==> src/rtl/axis_skid_reg.sv <==
// Two-entry AXI-Stream register slice. Upstream ready is a flop, so it never
// depends combinationally on downstream ready or on the payload.
module axis_skid_reg #(
  parameter int WIDTH = 8
) (
  input  logic             clk,
  input  logic             rst,
  input  logic             s_valid_i,
  output logic             s_ready_o,
  input  logic [WIDTH-1:0] s_data_i,
  output logic             m_valid_o,
  input  logic             m_ready_i,
  output logic [WIDTH-1:0] m_data_o
);

  logic             out_valid_q, out_valid_d;
  logic [WIDTH-1:0] out_data_q, out_data_d;
  logic             skid_valid_q, skid_valid_d;
  logic [WIDTH-1:0] skid_data_q, skid_data_d;
  logic             ready_q;
  logic             in_fire;

  assign in_fire   = s_valid_i && ready_q;
  assign s_ready_o = ready_q;
  assign m_valid_o = out_valid_q;
  assign m_data_o  = out_data_q;

  // ready_q mirrors "skid empty", so a beat can never arrive while the skid is full.
  always_comb begin
    out_valid_d  = out_valid_q;
    out_data_d   = out_data_q;
    skid_valid_d = skid_valid_q;
    skid_data_d  = skid_data_q;
    if (m_ready_i || !out_valid_q) begin
      if (skid_valid_q) begin
        out_valid_d  = 1'b1;
        out_data_d   = skid_data_q;
        skid_valid_d = 1'b0;
      end else begin
        out_valid_d = in_fire;
        if (in_fire) out_data_d = s_data_i;
      end
    end else if (in_fire) begin
      skid_valid_d = 1'b1;
      skid_data_d  = s_data_i;
    end
  end

  always_ff @(posedge clk) begin
    if (rst) begin
      out_valid_q  <= 1'b0;
      out_data_q   <= '0;
      skid_valid_q <= 1'b0;
      skid_data_q  <= '0;
      ready_q      <= 1'b0;
    end else begin
      out_valid_q  <= out_valid_d;
      out_data_q   <= out_data_d;
      skid_valid_q <= skid_valid_d;
      skid_data_q  <= skid_data_d;
      ready_q      <= !skid_valid_d;
    end
  end

endmodule

==> config.mk <==
export PLATFORM = sky130hd
export DESIGN_NAME = axis_skid_reg
export DESIGN_NICKNAME = d
export VERILOG_FILES = /design/src/rtl/axis_skid_reg.sv
export SDC_FILE = /design/constraint.sdc
export NUM_CORES = 1
export LEC_CHECK = 0
export BUFFER_PORTS_ARGS = -buffer_cell sky130_fd_sc_hd__buf_2
export CELL_PAD_IN_SITES_DETAIL_PLACEMENT = 0
export CELL_PAD_IN_SITES_GLOBAL_PLACEMENT = 2
export CORE_ASPECT_RATIO = 0.8
export CORE_MARGIN = 3
export CORE_UTILIZATION = 31
export CTS_CLUSTER_DIAMETER = 120
export CTS_CLUSTER_SIZE = 40
export DETAILED_ROUTE_END_ITERATION = 8
export PLACE_DENSITY_LB_ADDON = 0.1
export SETUP_SLACK_MARGIN = 0.05
export SKIP_LAST_GASP = 1
export SYNTH_ARGS = -nofsm -noshare
export SYNTH_HDL_FRONTEND = slang
export SYNTH_SLANG_ARGS = --single-unit
==> constraint.sdc <==
create_clock -name clk -period 1.2 [get_ports clk]
set_input_delay 0.12 -clock clk [delete_from_list [all_inputs] [get_ports clk]]
set_output_delay 0.12 -clock clk [all_outputs]
set_load 0.05 [all_outputs]
==> impl_metrics.yaml <==
timing:
  finalCritPeriodShare: 0.887
  skew_ns: 0.00111
  fin_crit_ns: 1.06
  slew_violations: 0
  tightest_slew_ns: 0.444
  setup_tns_ns: 0
  setup_viol_count_final: 0
  fmax_mhz: 940
  hold_viol_final: 0
  rsz0062_at_grt: "false"
  maxSlewHeadroom: 0.704
status:
  status: "complete, no violations"
critical_path:
  critPathSlowestCell: "dfxtp_1"
  critPathKind: "reg -> out"
  crit_path_start_kind: "flip-flop"
  worst-path-max-fanout: 2
  cp-end-kind: "output pin"
  critPathTopFamily: "flip-flops"
  crit_arrival_ns: 0.94
  crit_required_ns: 1.08
  slowest_delay_ns: 0.38
  path_buf_inv: 1
  crit_chain: "buf_2"
routing:
  wl_um: 1870
  drc_errors: 0
  ant_nets: 0
  vias_per_cell: 4.68
  drtIter0Drc: 6
  drt_pass1_iterations: 2
  vias: 678
  wl_per_cell_um: 12.9
synthesis:
  syn_area_um2: 850
  syn_area_per_cell_um2: 10.2
  yosys_warnings: 0
  syn_inst: 83
  synth.net_count: 95
  synth_cell_types: 16
  ys_seq_area_frac: 0.448
  ys_ff_latch: 19
power:
  total_power_uw: 1250
  p_seq_frac: 0.541
  combPwrFrac: 0.199
  power.leakage_uw: 0.000390
  peakVddDrop_mv: 0.662
  swShare: 0.307
  internal-power_uw: 869
  p_per_area_nw_per_um2: 1190
  power_switching_uw: 384
  p_clk_frac: 0.260
floorplan:
  die_y_um: 52.8
  die_area_um2: 3410
  coreArea_um2: 2520
  die_w_um: 64.5
  start_util: 0.337
  num_rows: 16
  ioPinCount: 22
grt:
  grt_overflow: 0
  grt_pass1_vias: 655
  grt_max_degree: 20
  track_usage: 0.123
  grt_pass1_wl_um: 3120
  antenna_found_initial: 0
layout:
  final_cells: 145
  drive_above_1_share: 0.477
  diodes: 0
  syn_to_final_growth_pct: 23.6
  final_cell_mix: "buf_2 (21), dfxtp_1 (17), nand2_1 (16)"
  final_nets: 122
  final_common_cell: "buf_2"
  final_core_util: 0.416
clock_network:
  clk_latency_ns: 0.29
  clock-sinks: 19
  clockBufferDepth: 2
  htreeDepth: 1
  cts_made_buffers: 3
  post_cts_buffers: 0
  cts-root-buf: "clkbuf_4"
  clk_pin_slew_ns: 0.11
  cts_tree: "yes"
placed_design:
  dp_hpwl_um: 1350
  io_buffers: 21
  gp_congestion: 0.648
  dp_cells: 141
job:
  drv_cap: 0
hold_path:
  hold_path.class: "in -> reg"
## power groups by stage
stage / Sequential [uW] / Combinational [uW] / Clock, uW
6_report: 678 / 249 / 325
5_1_grt: 682 / 267 / 371
4_1_cts: 678 / 253 / 337
3_5_place_dp: 692 / 252 / 0
3_3_place_gp: 692 / 250 / 0
2_1_floorplan: 772 / 106 / 0
## worst paths after layout
path	cells past startpoint	slack, ns	from	end
worst min-delay path	3	0.06	s_data_i[1]	skid_data_q[1]$_SDFFE_PP0P_
worst max-delay path	1	0.14	m_data_o[0]$_SDFFE_PP0P_	m_data_o[0]
worst min register to register	2	0.46	skid_data_q[6]$_SDFFE_PP0P_	skid_data_q[6]$_SDFFE_PP0P_
worst max register to register	3	0.14	skid_valid_q$_SDFF_PP0_	m_data_o[2]$_SDFFE_PP0P_
## per-stage QoR
step                hold slack, ns  setup WS [ns]  instance area [um2]
floorplan                    0.256         0.0655                  852
global placement             0.372         0.0603                 1020
detailed placement           0.377         0.0108                 1020
CTS                         0.0538          0.123                 1050
global route                0.0445         0.0515                 1050
finish                      0.0616          0.136                 1050
## cells by family (layout without fill, tap and decap cells)
group / after synthesis / count (layout) / share of synthesized area
DFF: 19 / 19 / 0.448
AOI/OAI and AO/OA: 28 / 28 / 0.278
buffers and inverters: 6 / 32 / 0.0530
muxes: 8 / 8 / 0.0943
and+or+nand+nor: 22 / 22 / 0.127
## cells in the mapped netlist (all sizes together)
library cell,instances,area share
mux2i,8,0.094
nor2,1,0.013
and4b,1,0.012
a21oi,19,0.15
a211oi,8,0.12
nor2b,1,0.0074
a21o,1,0.0088
nand4b,1,0.010
nand2b,1,0.0074
nor3,1,0.0059
buf,6,0.053
nand2,16,0.071
dfxtp,19,0.45
## cell type report
cell class | instances | area, um2
repair buffers | 28 | 170
well taps | 36 | 45.0
fillers | 276 | 1470
multi-input cells | 58 | 425
clock buffers | 4 | 26.3
flip-flops and latches | 19 | 383
## flip-flops by register name, summed over array words and instances, names as in the netlist
name          flops
m_data_o          8
skid_valid_q      1
m_valid_o         1
s_ready_o         1
skid_data_q       8
## what timing repair did
| item | 4_1_cts | 5_1_grt |
|---|---|---|
| gates resized for setup | 1 | 0 |
| setup endpoints to repair | 8 | 0 |
| endpoints found under the hold margin | 0 | 0 |
| hold buffers | 0 | 0 |
## per-layer routing
metal	wire (um)	track usage	vias up
li1	-	-	347
met5	0	0	-
met4	12	0.0316	0
met1	936	0.152	316
met3	100	0.0451	2
met2	824	0.202	13
Note: power is estimated with default switching activity, not from simulation.
